===== src/rtl/dae_frame_serializer.sv =====
// dae_frame_serializer: buffers whole 4-lane frames from the DAE core and
// replays them as one paced, handshaked sample stream (lane 0 first).
module dae_frame_serializer #(
  parameter int WIDTH    = 8,
  parameter int FRAMES   = 2,
  parameter int RATE_DIV = 1
) (
  input  logic                    clk,
  input  logic                    rst_n,
  input  logic                    frame_valid,
  output logic                    frame_ready,
  input  logic signed [WIDTH-1:0] frame0,
  input  logic signed [WIDTH-1:0] frame1,
  input  logic signed [WIDTH-1:0] frame2,
  input  logic signed [WIDTH-1:0] frame3,
  output logic signed [WIDTH-1:0] sample_out,
  output logic                    sample_valid,
  input  logic                    sample_ready,
  output logic                    sample_last,
  output logic [15:0]             underrun_cnt
);

  localparam int PTR_W = (FRAMES > 1) ? $clog2(FRAMES) : 1;
  localparam int CNT_W = $clog2(FRAMES + 1);
  localparam int PC_W  = (RATE_DIV > 1) ? $clog2(RATE_DIV) : 1;
  localparam logic [CNT_W-1:0] CNT_FULL  = CNT_W'(FRAMES);
  localparam logic [PTR_W-1:0] PTR_LAST  = PTR_W'(FRAMES - 1);
  localparam logic [PC_W-1:0]  PC_RELOAD = PC_W'(RATE_DIV - 1);

  typedef enum logic {S_IDLE, S_VALID} state_e;

  // Circular pointer advance that also handles non-power-of-two depths.
  function automatic logic [PTR_W-1:0] ptr_inc(input logic [PTR_W-1:0] p);
    return (p == PTR_LAST) ? '0 : p + 1'b1;
  endfunction

  // Diagnostic counter: sticks at all-ones instead of wrapping.
  function automatic logic [15:0] sat_inc16(input logic [15:0] v);
    return (v == 16'hFFFF) ? v : v + 16'd1;
  endfunction

  logic [3:0][WIDTH-1:0] mem_q [FRAMES];
  logic [PTR_W-1:0]      wr_ptr_q, rd_ptr_q;
  logic [CNT_W-1:0]      count_q, count_d;
  logic [1:0]            idx_q, idx_d;
  logic [PC_W-1:0]       pc_q, pc_d;
  state_e                state_q, state_d;
  logic [WIDTH-1:0]      out_q, out_d;
  logic                  last_q, last_d;
  logic                  primed_q;
  logic [15:0]           und_q;

  logic push, pop, load, reg_free, pc_zero, fifo_empty, starve;
  logic [WIDTH-1:0] head_lane;

  assign frame_ready = (count_q < CNT_FULL);
  assign push        = frame_valid && frame_ready;
  assign fifo_empty  = (count_q == '0);
  assign pc_zero     = (pc_q == '0);
  assign reg_free    = (state_q == S_IDLE) || sample_ready;
  assign load        = reg_free && pc_zero && !fifo_empty;
  assign pop         = load && (idx_q == 2'd3);
  assign starve      = primed_q && reg_free && pc_zero && fifo_empty && sample_ready;
  assign head_lane   = mem_q[rd_ptr_q][idx_q];

  assign sample_out   = out_q;
  assign sample_valid = (state_q == S_VALID);
  assign sample_last  = last_q;
  assign underrun_cnt = und_q;

  // Frame storage: payload only, so no reset is needed.
  always_ff @(posedge clk) begin
    if (push) mem_q[wr_ptr_q] <= {frame3, frame2, frame1, frame0};
  end

  // Occupancy: push and pop on the same edge cancel out.
  always_comb begin
    count_d = count_q;
    case ({push, pop})
      2'b10:   count_d = count_q + 1'b1;
      2'b01:   count_d = count_q - 1'b1;
      default: count_d = count_q;
    endcase
  end

  // Output register / lane sequencer / pacer next state.
  always_comb begin
    state_d = state_q;
    out_d   = out_q;
    last_d  = last_q;
    idx_d   = idx_q;
    pc_d    = pc_q;
    if (load) begin
      out_d   = head_lane;
      last_d  = (idx_q == 2'd3);
      idx_d   = idx_q + 2'd1;
      pc_d    = PC_RELOAD;
      state_d = S_VALID;
    end else begin
      if (reg_free) state_d = S_IDLE;
      if (!pc_zero) pc_d = pc_q - 1'b1;
    end
  end

  // Control and output state, cleared asynchronously.
  always_ff @(posedge clk or negedge rst_n) begin
    if (!rst_n) begin
      wr_ptr_q <= '0;
      rd_ptr_q <= '0;
      count_q  <= '0;
      idx_q    <= '0;
      pc_q     <= '0;
      state_q  <= S_IDLE;
      out_q    <= '0;
      last_q   <= 1'b0;
      primed_q <= 1'b0;
      und_q    <= '0;
    end else begin
      if (push) wr_ptr_q <= ptr_inc(wr_ptr_q);
      if (pop)  rd_ptr_q <= ptr_inc(rd_ptr_q);
      if (push) primed_q <= 1'b1;
      if (starve) und_q <= sat_inc16(und_q);
      count_q <= count_d;
      idx_q   <= idx_d;
      pc_q    <= pc_d;
      state_q <= state_d;
      out_q   <= out_d;
      last_q  <= last_d;
    end
  end

endmodule


===== config.mk =====
export PLATFORM = sky130hd
export DESIGN_NAME = dae_frame_serializer
export DESIGN_NICKNAME = d
export VERILOG_FILES = /design/src/rtl/dae_frame_serializer.sv
export SDC_FILE = /design/constraint.sdc
export NUM_CORES = 1
export LEC_CHECK = 0
export CAP_MARGIN = 20
export CORE_MARGIN = 2
export CORE_UTILIZATION = 40
export DETAILED_ROUTE_END_ITERATION = 8
export PLACE_DENSITY = 0.67
export SLEW_MARGIN = 40
export SYNTH_ARGS = -nofsm -noshare
export SYNTH_HDL_FRONTEND = slang
export SYNTH_SLANG_ARGS = --single-unit

===== constraint.sdc =====
create_clock -name clk -period 2.5 [get_ports clk]
set_clock_uncertainty 0.1 [all_clocks]
set_input_delay 0.5 -clock clk [delete_from_list [all_inputs] [get_ports clk]]
set_output_delay 0.5 -clock clk [all_outputs]
set_load 0.005 [all_outputs]

* Word level (Yosys, flattened, before mapping)
Memories as Yosys holds them, arrays and structs flattened.
Cells that the tools add are included.
Widths: inputs -> output; s select.
** Cells by class
- $add $sub $neg :: 7
- Multipliers :: 0
- Divide/modulo/power cells :: 0
- Magnitude comparators :: 2
- Equal/unequal tests :: 4
- Shift operators :: 0
- Multiplexer cells :: 11
- Bitwise operators :: 3
- Reduce and logical (&&, ||, !) cells :: 14
** Operators by type and width (number)
- $add 16x1->16 const B :: 1
- $bmux 8 s2 :: 1
- $eq 16x16->1 const B :: 1
- $logic_and 1x1->1 :: 8
- $mux 1 :: 8
- $mux 8 :: 1
- $add 2x1->2 const B :: 2
- $eq 2x2->1 const B :: 2
- $pmux 2 s2 :: 1
- $reduce_bool 2->1 :: 2
- $lt 2x3->1 const B :: 1
- $not 1->1 :: 3
- $add 1x1->1 const B :: 2
- $eq 2x1->1 const B :: 1
- $logic_not 2->1 :: 1
- $lt 2x2->1 const B :: 1
- $reduce_and 2->1 :: 1
- $sub 2x1->2 const B :: 1
- $logic_not 1->1 :: 1
- $logic_or 1x1->1 :: 1
- $sub 1x1->1 const B :: 1
** Storage, ports and cells
- Flip-flop bits (word level) :: 34
- Bits in latches :: 0
- Bits in writable memories :: 64
- Bits in read-only memories :: 0
- Input port bits :: 36
- Output and inout bits :: 27
- Memories kept :: 1
** Memory list
- mem_q :: words 2, width 32, read ports 1, clocked after Yosys merged registers in 0, write ports 1, line 42 : logic [3:0][WIDTH-1:0] mem_q [FRAMES];

* Logic depth before layout (Yosys ltp)
- Depth in word-level cells :: 7
- Mapped depth :: 9
- Depth with buffers taken out :: 8

* Worst setup path before layout
No wires, ideal clock.
- Path kind :: register to register
- Start point :: register count_q[1]
- End point :: memory mem_q[0][0] (netlist bit) (enable)
- Setup time :: 421 ps
- Arrival time :: 1979 ps
- Required time :: 1979 ps
- Setup slack :: 0 ps
- Stages on the path, launching flop included :: 4
- Path buffers :: 0
- Period minus slack after synthesis :: 2500 ps
- Cells stage by stage :: dfrtp_1 > inv_1 > nand2_1 > nor2_1
** Between the ends
- Longest elaborated chain between the ends :: 4
** RTL lines
- start: declaration :: line 44 : logic [CNT_W-1:0] count_q, count_d;
- start signal: assignment :: line 123 : count_q <= count_d;
- $lt 2x2->1 :: line 56 : assign frame_ready = (count_q < CNT_FULL);
- via frame_ready :: line 11 : output logic frame_ready,
- $logic_and 1x1->1 :: line 57 : assign push = frame_valid && frame_ready;
- $mux 1 :: line 73 : if (push) mem_q[wr_ptr_q] <= {frame3, frame2, frame1, frame0};
- $mux 1 (implied by the code) :: line 73
- end: declaration :: line 42
The timed path passes the listed nets, and every way through them passes these cells.

* Worst setup path after layout
- Start point :: register und_q[0] (netlist: underrun_cnt[0])
- End point :: register und_q[15] (netlist: underrun_cnt[15])
** Between the ends
- Longest elaborated chain between the ends :: 3
- Elaborated cells on any way between the ends :: 4
** RTL lines
- start: declaration :: line 51 : logic [15:0] und_q;
- start signal: assignment :: line 122 : if (starve) und_q <= sat_inc16(und_q);
- branches (longest 3 deep; another with $add 16x1->16)
Parallel ways; which one is timed is not known.
A chain may end at the register's enable or synchronous reset.

==> flow_summary.yaml <==
yosys:
  synth.area.top_cells: "edfxtp_1, dfrtp_1, mux4_2"
  synth_fp_nets: 261
  yosysTopAreaCell: "edfxtp_1"
  syn_area_sq_mm: 0.003847
  synth_top_area_share_pct: 49.95
  synth_cell_types: 31
  ys_seq_elements: 97
  netlist_instances: 222
  avgSynthCellArea_sq_um: 17.33
  yosysSeqAreaShare_pct: 71.41
  yosys_warnings: 0
placement:
  globalplace.congestion: 0.7834
  dp_hpwl_microns: 4478
  port-buffer-count: 62
timing:
  period_share_pct: 86.94
  slew-limit-headroom_pct: 48.44
  timing.fmax_mhz: 460.1
  fin_hold_ws_ns: 0.3736
  worstMarginPinSlew_ns: 0.7707
  min_period_ns: 2.174
  slew_violations: 0
  finalSetupTns_ns: 0
  rsz0062_at_grt: "false"
  setup_violations: 0
  hold_viol: 0
worst_hold_path:
  hp-class: "flop to flop"
  whs_path_depth: 1
floorplan:
  ios: 63
  initial_core_util_pct: 41.44
  die_w_microns: 102.1
  rows: 35
  core_sq_mm: 0.009284
  die_area_sq_mm: 0.01042
  dieHeight_microns: 102.1
power:
  switching_share_pct: 29.40
  leakagePower_nw: 1.790
  p_switching_mw: 1.376
  ir_worst_vdd_mv: 0.4879
  p_seq_share_pct: 48.4
  internal_power_mw: 3.304
  pwr-share-clk_pct: 19.3
  pwr-share-comb_pct: 32.3
  pwr_density_cell_mw_per_mm2: 965.6
detailed_routing:
  avgRoutedWirePerCell_microns: 15.37
  drc: 0
  wl_met1_microns: 2889
  firstDrtPassIters: 4
  wl_met2_microns: 3219
  antenna_left: 0
  vias: 2098
  totalWireLength_microns: 6607
  avgViaCountPerCell: 4.879
  top_layer: "met4"
  wl_met3_microns: 435
  drt_iter0_markers: 52
global_routing:
  grt_max_degree: 34
  grt_pass1_wl_microns: 10630
  grt_pass1_vias: 2161
  gr-total-overflow: 0
  antenna_found_initial: 0
  grtUsageTotal_pct: 13.84
final_layout:
  nNetsFinal: 335
  fillCellCount: 808
  layout_commonest_cell: "edfxtp_1"
  antenna-diode-count: 0
  drive_gt1_share_pct: 15.61
  layout_common_cells: "edfxtp_1, clkdlybuf4s50_1, dfrtp_1"
  multi_input_area_sq_mm: 0.001033
  area_growth_pct: 25.95
  final-seq-area_sq_mm: 0.002748
critical_path:
  r2r_start: "underrun_cnt[0]"
  path_max_fanout: 13
  worstPathRequired_ns: 2.62
  crit_type: "flop to flop"
  r2r_end: "underrun_cnt[15]"
  worstRegToRegCells: 5
  arrival_ns: 2.30
  endpoint_kind: "flop"
  crit_path_end: "underrun_cnt[15]"
  crit_start: "underrun_cnt[0]"
  startpoint_type: "flop"
  ff2ff_setup_slack_ns: 0.33
clocking:
  postCtsSetupRepairBufs: 0
  clkTransAtPathRegs_ns: 0.09
  clk_path_buf_depth: 2
  numCtsBuffers: 9
  cts_tree: "done"
  cts_sinks: 97
  insertion_delay_ns: 0.36
  cts.htree.levels: 3
  cts-root-buf: "clkbuf_8"
status:
  status: "finished clean"
job:
  drv_cap: 0
## critical path, cell delays in order (launching register included)
cell and delay (ns):
dfrtp_1 0.43, ha_1 0.21, nand3_1 0.15, o41ai_4 0.79, nor4_1 0.17, xor2_1 0.19
## timing repair
action,in CTS,in global routing
hold endpoints to repair,0,24
hold buffers,0,1
gates resized for setup,0,0
## cell type report
type	instances	share of cell area, %
Clock inverter	6	0.9295
Tap cell	129	3.331
Clock buffer	10	2.634
Sequential cell	97	56.70
Timing Repair Buffer	71	14.46
Inverter	8	0.6197
Multi-Input combinational cell	109	21.33
## Yosys cell counts (all sizes together)
cell type,n
nand2,5
mux2i,8
o41ai,1
a21oi,9
nand4,5
ha,3
mux4,16
xnor2,11
clkbuf,3
buf,5
mux2,2
nand2b,1
and4bb,1
edfxtp,64
xor2,10
dfrtp,33
nand3b,1
and3,3
nor4,3
o2111ai,1
nand3,4
o21ai,3
and4,3
inv,8
nor2,17
nor3,2
## sequential cells by signal, summed over array words and instances (netlist names)
name / cells
mem_q: 64
underrun_cnt: 16
sample_out: 8
count_q: 2
idx_q: 2
primed_q: 1
rd_ptr_q: 1
sample_last: 1
sample_valid: 1
wr_ptr_q: 1
## power groups by stage
stage	combinational, mW	clock [mW]	sequential, mW
floorplan	0.975	0	2.27
global placement	1.52	0	2.29
detailed placement	1.54	0	2.31
CTS	1.55	0.928	2.27
global route	1.67	0.996	2.31
finish	1.51	0.904	2.26
## per-layer routing
metal | vias up | track usage [%]
met2 | 65 | 22.93
met1 | 1035 | 16.71
li1 | 992 | -
met4 | 0 | 4.000
met3 | 6 | 5.814
met5 | - | 0
## per-stage QoR
stage / instances / utilization [%] / worst slack, ns / power [mW] / instance area (sq um)
finish: 430 / 52.20 / 0.3264 / 4.679 / 4846
global route: 430 / 52.20 / 0.1145 / 4.970 / 4846
CTS: 429 / 52.06 / 0.3215 / 4.753 / 4833
detailed placement: 413 / 50.20 / 0.2542 / 3.854 / 4661
global placement: 413 / 50.20 / 0.3453 / 3.813 / 4661
floorplan: 222 / - / 0.0002101 / 3.246 / 3847
## kinds of logic after synthesis
family                   synth area share [%]
AND/OR/NAND/NOR                         6.179
XOR/XNOR                                4.780
buffers and inverters                   2.016
flip-flops                              71.41
AO/OA/AOI/OAI                           2.504
adder cells (fa/ha/maj)                0.9757
multiplexers                            12.13
## worst min path at each step
stage | start | to | slack (ns)
after floorplan | rst_n | count_q[0] | 0.10
after global placement | primed_q | primed_q | 0.35
after detailed placement | primed_q | primed_q | 0.35
after CTS | rst_n | sample_out[3] | 0.13
after global routing | primed_q | primed_q | 0.41
final | primed_q | primed_q | 0.37
Power figures use the tool's default switching activity.
